`src/rtl/mem_access_ctrl_if.sv`:
```
// Pipeline request/response and data-memory bus bundle for mem_access_ctrl.
// slave is the controller view; master is the pipeline plus memory view.
interface mem_access_ctrl_if;
    logic        req_valid;
    logic        req_ready;
    logic        req_we;
    logic [31:0] req_addr;
    logic [31:0] req_wdata;
    logic        resp_valid;
    logic [31:0] resp_rdata;
    logic        resp_err;
    logic        stall;
    logic        mem_valid;
    logic        mem_rw;
    logic [31:0] mem_addr;
    logic [31:0] mem_wr_data;
    logic        mem_ready;
    logic [31:0] mem_rd_data;

    modport slave (
        input  req_valid, req_we, req_addr, req_wdata,
        input  mem_ready, mem_rd_data,
        output req_ready, resp_valid, resp_rdata, resp_err, stall,
        output mem_valid, mem_rw, mem_addr, mem_wr_data
    );

    modport master (
        output req_valid, req_we, req_addr, req_wdata,
        output mem_ready, mem_rd_data,
        input  req_ready, resp_valid, resp_rdata, resp_err, stall,
        input  mem_valid, mem_rw, mem_addr, mem_wr_data
    );
endinterface

```
`src/rtl/mem_access_ctrl.sv`:
```
// Load/store access controller: one outstanding data-memory access,
// range check, bounded wait with timeout, one-cycle response pulse.
module mem_access_ctrl #(
    parameter int ADDR_WORDS = 16,
    parameter int TIMEOUT    = 15
) (
    input logic          clk,
    input logic          rst_n,
    mem_access_ctrl_if.slave bus
);
    typedef enum logic [1:0] {IDLE, WAIT, RESP, ERR} state_t;

    localparam logic [7:0]  TMO   = 8'(TIMEOUT);
    localparam logic [31:0] LIMIT = 32'(ADDR_WORDS);

    state_t      state;
    state_t      state_d;
    logic [7:0]  cnt;
    logic [7:0]  cnt_d;
    logic        load_cmd;
    logic        done;
    logic        accept;
    logic        addr_ok;
    logic        mem_valid;
    logic        mem_rw;
    logic [31:0] mem_addr;
    logic [31:0] mem_wr_data;
    logic [31:0] resp_rdata;

    assign accept  = bus.req_valid && bus.req_ready;
    assign addr_ok = bus.req_addr < LIMIT;

    always_comb begin
        state_d  = state;
        cnt_d    = cnt;
        load_cmd = 1'b0;
        done     = 1'b0;
        unique case (state)
            IDLE: begin
                if (accept) begin
                    cnt_d = '0;
                    if (addr_ok) begin
                        state_d  = WAIT;
                        load_cmd = 1'b1;
                    end else begin
                        state_d = ERR;
                    end
                end
            end
            WAIT: begin
                cnt_d = cnt + 8'd1;
                // a reply in the timeout cycle still wins
                if (bus.mem_ready) begin
                    state_d = RESP;
                    done    = 1'b1;
                end else if (cnt_d == TMO) begin
                    state_d = ERR;
                end
            end
            RESP: state_d = IDLE;
            ERR:  state_d = IDLE;
        endcase
    end

    always_ff @(posedge clk or negedge rst_n) begin
        if (!rst_n) begin
            state       <= IDLE;
            cnt         <= '0;
            mem_valid   <= 1'b0;
            mem_rw      <= 1'b0;
            mem_addr    <= '0;
            mem_wr_data <= '0;
            resp_rdata  <= '0;
        end else begin
            state     <= state_d;
            cnt       <= cnt_d;
            mem_valid <= (state_d == WAIT);
            if (load_cmd) begin
                mem_addr    <= bus.req_addr;
                mem_rw      <= bus.req_we;
                mem_wr_data <= bus.req_wdata;
            end
            if (done && !mem_rw) begin
                resp_rdata <= bus.mem_rd_data;
            end
        end
    end

    assign bus.req_ready   = (state == IDLE);
    assign bus.resp_valid  = (state == RESP) || (state == ERR);
    assign bus.resp_err    = (state == ERR);
    assign bus.stall       = (state != IDLE) ||
                             (bus.req_valid && !bus.req_ready);
    assign bus.mem_valid   = mem_valid;
    assign bus.mem_rw      = mem_rw;
    assign bus.mem_addr    = mem_addr;
    assign bus.mem_wr_data = mem_wr_data;
    assign bus.resp_rdata  = resp_rdata;
endmodule
```
`src/flat_wrapper.sv`:
```
// flat-port wrapper written by rule: the top's interface ports become plain ports
module mem_access_ctrl_flat 
#(
    parameter int ADDR_WORDS = 16,
    parameter int TIMEOUT    = 15
)
  (clk, rst_n, bus_req_valid, bus_req_we, bus_req_addr, bus_req_wdata, bus_mem_ready, bus_mem_rd_data, bus_req_ready, bus_resp_valid, bus_resp_rdata, bus_resp_err, bus_stall, bus_mem_valid, bus_mem_rw, bus_mem_addr, bus_mem_wr_data);
  mem_access_ctrl_if bus_i ();
  input logic clk;
  input logic rst_n;
  input wire logic [$bits(bus_i.req_valid)-1:0] bus_req_valid;
  input wire logic [$bits(bus_i.req_we)-1:0] bus_req_we;
  input wire logic [$bits(bus_i.req_addr)-1:0] bus_req_addr;
  input wire logic [$bits(bus_i.req_wdata)-1:0] bus_req_wdata;
  input wire logic [$bits(bus_i.mem_ready)-1:0] bus_mem_ready;
  input wire logic [$bits(bus_i.mem_rd_data)-1:0] bus_mem_rd_data;
  output wire logic [$bits(bus_i.req_ready)-1:0] bus_req_ready;
  output wire logic [$bits(bus_i.resp_valid)-1:0] bus_resp_valid;
  output wire logic [$bits(bus_i.resp_rdata)-1:0] bus_resp_rdata;
  output wire logic [$bits(bus_i.resp_err)-1:0] bus_resp_err;
  output wire logic [$bits(bus_i.stall)-1:0] bus_stall;
  output wire logic [$bits(bus_i.mem_valid)-1:0] bus_mem_valid;
  output wire logic [$bits(bus_i.mem_rw)-1:0] bus_mem_rw;
  output wire logic [$bits(bus_i.mem_addr)-1:0] bus_mem_addr;
  output wire logic [$bits(bus_i.mem_wr_data)-1:0] bus_mem_wr_data;
  assign bus_i.req_valid = bus_req_valid;
  assign bus_i.req_we = bus_req_we;
  assign bus_i.req_addr = bus_req_addr;
  assign bus_i.req_wdata = bus_req_wdata;
  assign bus_i.mem_ready = bus_mem_ready;
  assign bus_i.mem_rd_data = bus_mem_rd_data;
  assign bus_req_ready = bus_i.req_ready;
  assign bus_resp_valid = bus_i.resp_valid;
  assign bus_resp_rdata = bus_i.resp_rdata;
  assign bus_resp_err = bus_i.resp_err;
  assign bus_stall = bus_i.stall;
  assign bus_mem_valid = bus_i.mem_valid;
  assign bus_mem_rw = bus_i.mem_rw;
  assign bus_mem_addr = bus_i.mem_addr;
  assign bus_mem_wr_data = bus_i.mem_wr_data;
  mem_access_ctrl #(.ADDR_WORDS(ADDR_WORDS), .TIMEOUT(TIMEOUT)) u_core (.clk(clk), .rst_n(rst_n), .bus(bus_i));
endmodule
```
`config.mk`:
```
export PLATFORM = sky130hd
export DESIGN_NAME = mem_access_ctrl_flat
export DESIGN_NICKNAME = d
export VERILOG_FILES = /design/src/rtl/mem_access_ctrl_if.sv /design/src/rtl/mem_access_ctrl.sv /design/src/flat_wrapper.sv
export SDC_FILE = /design/constraint.sdc
export NUM_CORES = 1
export LEC_CHECK = 0
export CORE_ASPECT_RATIO = 0.75
export CORE_UTILIZATION = 25
export DETAILED_ROUTE_END_ITERATION = 10
export RECOVER_POWER = 50
export SETUP_SLACK_MARGIN = 0.4
export SYNTH_ARGS = -nofsm -noshare
export SYNTH_HDL_FRONTEND = slang
export SYNTH_SLANG_ARGS = --single-unit
```
`constraint.sdc`:
```
create_clock -name clk -period 1.95 [get_ports clk]
set_input_delay 0.2925 -clock clk [delete_from_list [all_inputs] [get_ports clk]]
set_output_delay 0.2925 -clock clk [all_outputs]
set_load 0.01 [all_outputs]
```
Word level (Yosys, flattened, before mapping)
Cells that the tools add are included.
{ "op_classes": {"mux": 12, "eq_ne": 6, "reduce_logical": 12, "addsub": 1, "magnitude_cmp": 1} }
{ "op_table": {"columns": ["op", "n"], "rows": [
  ["$lt 32x5->1 const B", 1],
  ["$pmux 8 s2", 1],
  ["$add 8x1->8 const B", 1],
  ["$eq 8x4->1 const B", 1],
  ["$mux 2", 4],
  ["$mux 8", 1],
  ["$pmux 2 s3", 1],
  ["$mux 1", 5],
  ["$eq 2x1->1 const B", 2],
  ["$eq 2x2->1 const B", 2],
  ["$reduce_bool 2->1", 2],
  ["$logic_and 1x1->1", 3],
  ["$logic_not 1->1", 2],
  ["$logic_not 2->1", 1],
  ["$logic_or 1x1->1", 2],
  ["$ne 2x2->1 const B", 1],
  ["$reduce_and 2->1", 1],
  ["$reduce_or 2->1", 1]
]} }
{ "totals": {"elab_cells": 39, "ff_bits": 108, "output_inout_bits": 102} }

Logic depth before layout (Yosys ltp)
{ "logic_depth": {"word_depth": 6, "ltp_mapped": 6} }

Least setup slack after synthesis
Ideal clock, no wire load.
{ "synth_path": {"path_type": "reg-to-reg", "start": "register u_core.state[0]", "end": "register u_core.mem_addr[0] (netlist: u_core.bus.mem_addr[0])", "path_stages_with_launch": 7, "required_time_ns": 1.825, "arrival_ns": 1.644, "synth_period_minus_slack_ns": 1.769, "slack_ns": 0.181, "cell_sequence": "dfrtp_1 > nor2_1 > nand2_1 > nor3_2 > buf_6 > buf_12 > mux2_4"} }
{ "synth_via": {"elab_chain_len": 4} }
{ "synth_lines": {"columns": ["item", "line_no", "text"], "rows": [
  ["from (decl)", "mem_access_ctrl.sv:16", "state_t state;"],
  ["from (signal assigned)", "mem_access_ctrl.sv:75", "state <= state_d;"],
  ["$logic_not 2->1 *", "mem_access_ctrl.sv:89", "assign bus.req_ready = (state == IDLE);"],
  ["named net bus_req_ready", "flat_wrapper.sv:17", "output wire logic [$bits(bus_i.req_ready)-1:0] bus_req_ready;"],
  ["$logic_and 1x1->1", "mem_access_ctrl.sv:30", "assign accept = bus.req_valid && bus.req_ready;"],
  ["$mux 1", "mem_access_ctrl.sv:40", "if (accept) begin"],
  ["$mux 1 *", "mem_access_ctrl.sv:38", "unique case (state)"],
  ["to (signal assigned)", "mem_access_ctrl.sv:79", "mem_addr <= bus.req_addr;"],
  ["to (decl)", "mem_access_ctrl.sv:26", "logic [31:0] mem_addr;"]
]} }
Mark *: on every way through the listed nets, which the timed path passes. The rest lies on a longest branch.
A chain may end at the register's enable or synchronous reset.

Worst setup path after layout
{ "layout_path": {"start": "register u_core.state[0]", "end": "register u_core.mem_wr_data[1] (netlist: u_core.bus.mem_wr_data[1])"} }
{ "layout_via": {"elab_chain_len": 4} }
{ "layout_lines": {"columns": ["item", "line_no", "text"], "rows": [
  ["$logic_not 2->1 *", "mem_access_ctrl.sv:38, mem_access_ctrl.sv:89", null],
  ["$logic_and 1x1->1", "mem_access_ctrl.sv:30", null],
  ["$mux 1", "mem_access_ctrl.sv:40", null],
  ["$mux 1 *", "mem_access_ctrl.sv:38", null],
  ["to (signal assigned)", "mem_access_ctrl.sv:81", "mem_wr_data <= bus.req_wdata;"],
  ["to (decl)", "mem_access_ctrl.sv:27", "logic [31:0] mem_wr_data;"]
]} }
Every way passes the cells marked *; elsewhere a longest branch is shown, timed or not.

==> key figures <==
Routing
  – Drt first pass iters: 4
  – DR DRC count: 0
  – Detailed-route wire length per cell: approximately 16 um
  – WL final: about 12 mm
  – DR vias: approximately 3300
  – Vias/cell: 4.339
  – Antenna viol nets, final: 0
  – Detailed router's first-iteration violation count: a little over 100

Die
  – Die area: ~18000 um2
  – Die H: approximately 120 um
  – Core box area: around 17000 um2
  – Io pins: just over 200
  – Initial core utilization: 0.2551
  – Die X: 153.1 um
  – Rows: 41

Timing
  – RSZ-0062 raised after global routing: yes
  – Clock skew: 7.488 ps
  – Max-slew violation count: 0
  – Period minus WS final: roughly 1700 ps
  – Final Hold Viols: 0
  – Slew @ Worst Pin: 1500 ps
  – Hold Slack: approximately 420 ps
  – Fmax: 576.7 MHz
  – Final worst setup slack: around 220 ps
  – # setup viols final: 0
  – Period utilization: 0.8893
  – Slew margin rel.: 0.0002478

Finish
  – Share of layout cells above drive strength 1: 0.3216
  – Layout area overhead: 77.46%
  – Final cell count without fillers: roughly 760
  – Final Net Count: around 640
  – # diodes: 0
  – Final core occ: 0.4527

GRT
  – GRT Total Usage: 0.1367
  – Initial antenna violation count: 0
  – Vias in the first global route: between 3000 and 4000
  – First-pass GRT wire length: between 15 and 20 mm
  – Total congestion overflow: 0
  – Pin count of the biggest net entering global routing: approximately 110

Worst setup path
  – Largest fanout on the critical path: 6
  – Required @ worst endpoint: between 2000 and 2500 ps
  – R2R depth: 7
  – Startpoint Class: flop
  – WP depth: 7
  – CP most frequent cell: buf_12
  – CP startpoint: u_core.state[0]
  – Crit-path cells: nor2_4, nand2_4, nor3_4, buf_12, buf_12, buf_12, mux2_4
  – Crit end category: flop
  – CP Class: flop to flop
  – Slowest CP cell: dfrtp_2
  – Crit-path max cell delay: between 400 and 500 ps
  – Worst r2r src: u_core.state[0]
  – CP arrival: roughly 2000 ps
  – Critical path's top delay family: simple AND/OR/NAND/NOR gates
  – CP Buf/Inv Count: 3

Run
  – Max-cap violations: 0

Synth
  – Post-Syn Area: ~4300 um2
  – Cell taking the most area after synthesis: dfrtp_1
  – Synth top area share: 0.6316
  – Synthesized Nets: around 390
  – Yosys reg bits: around 110
  – Library cells used by synthesis: 32
  – Seq/Total Area, Yosys: 0.6316
  – Mapped Avg Cell Area: 15.12 um2
  – Cells after Synth: about 280
  – Main area contributors after synthesis: dfrtp_1, mux2_2, mux2_4
  – Synthesis warning total: 0

Clocking
  – Clock slew at reported path FFs: roughly 70 ps
  – H-tree depth: 3
  – Num CTS Buffers: 9
  – Clock latency on the worst-skew pair: about 350 ps
  – Clock Path Buffers: 2
  – CTS tree: yes
  – Clk root buf: clkbuf_16
  – Clock sink count: between 100 and 150

Pwr
  – Switching share of power: 0.2881
  – Maximum vdd drop: around 650 uV
  – Part of the power in registers: 0.394
  – Leak: between 3 and 4 nW
  – Post-layout power: around 0.0074 W
  – Int Power: roughly 0.0053 W
  – Pwr Density: ~970 nW/um2
  – Combinational power share: 0.342
  – Clk pwr share: 0.264
  – Sw power: approximately 0.0021 W

Worst hold path
  – Worst min-delay path category: input pin to asynchronous set/reset pin

Placed design
  – IO buf count: approximately 200
  – Worst slack, placed: -358.5 ps
  – Routability Congestion: ~0.73
  – HPWL Detailed: between 7 and 8 mm
  – Post-Place Cells: ~700

Status
  – Status: complete, no violations
## power by group through the flow
stage          logic (W)  registers, W  clock network (W)
2_1_floorplan   0.000941       0.00308                  0
3_3_place_gp     0.00228       0.00294                  0
3_5_place_dp     0.00231       0.00295                  0
4_1_cts          0.00243       0.00290            0.00202
5_1_grt          0.00271       0.00296            0.00210
6_report         0.00252       0.00291            0.00195
## metrics by stage
step / TNS, ps / instance area (um2)
final: 0 / 7594
after CTS: 0 / 7436
after global placement: -13630 / 6843
after detailed placement: -16590 / 6843
after floorplan: 0 / 4481
after global routing: 0 / 7594
## sequential cells by signal (all words and copies together), names as in the netlist
name	flops
u_core.cnt	8
u_core.state	2
u_core.bus.resp_rdata	32
u_core.bus.mem_addr	32
u_core.bus.mem_valid	1
u_core.bus.mem_rw	1
u_core.bus.mem_wr_data	32
## Yosys cell counts, drive strengths merged
master,n
dfrtp,108
mux2,70
nor2b,29
buf,11
o21ai,11
nor4,7
nand2,5
nand3,5
a21oi,4
clkbuf,4
nand4,4
nand2b,3
nor2,3
nor3,3
a31oi,2
ha,2
inv,2
o21bai,2
a21o,1
and2,1
and3,1
and4,1
nand4bb,1
o211a,1
o211ai,1
o31ai,1
## cell type report
class / instances / area [um2]
timing repair buffer: 257 / 2576
multi-input combinational: 158 / 1717
inverter: 2 / 7.507
fill: 1512 / 9181
clock inverter: 6 / 77.57
clock buffer: 10 / 239.0
tap: 215 / 269.0
sequential: 108 / 2708
## layout by cell type (no fill, tap or decap), types with 4 or more instances in the layout
master           instances
a21oi_1                  4
buf_12                  11
buf_16                   5
buf_4                   17
buf_6                   22
clkbuf_16                9
clkbuf_2                 8
clkdlybuf4s15_1          5
clkdlybuf4s25_1         15
clkdlybuf4s50_1         73
dfrtp_1                104
dfrtp_2                  4
dlygate4sd2_1           97
mux2_2                   7
mux2_4                  63
nand3_1                  4
nand4_1                  4
nor2b_1                 27
nor4_4                   4
o21ai_0                 11
## repair_timing
item | in CTS | in global routing
resized for setup | 153 | 54
pin swaps | 11 | 6
setup endpoints to repair | 183 | 116
hold buffers | 0 | 0
buffers inserted | 19 | 14
gates cloned | 5 | 0
## path summary, 6_finish.rpt
kind                                        endpoint  slack (ps)
setup reg to reg           u_core.bus.mem_wr_data[1]         220
max in group asynchronous            u_core.state[0]         460
setup / recovery           u_core.bus.mem_wr_data[1]         220
min in group clk             u_core.bus.mem_addr[22]         500
hold / removal               u_core.bus.mem_addr[26]         420
hold reg to reg              u_core.bus.mem_addr[22]         500
## cells by family after synthesis
kind of cell             count (synthesis)  synth area share
AO/OA/AOI/OAI                           23           0.03158
flip-flops                             108            0.6316
buffers and inverters                   17           0.03187
adder cells (fa/ha/maj)                  2          0.005847
multiplexers                            70            0.2105
AND/OR/NAND/NOR                         63           0.08860
## routing by layer
layer / global-route usage / vias up / wire length, um
li1: - / 1492 / -
met1: 0.1740 / 1630 / 5392
met2: 0.2119 / 148 / 5410
met3: 0.05956 / 10 / 1166
met4: 0.03704 / 0 / 116
met5: 0 / - / 0
(Power assumes the default switching activity.)
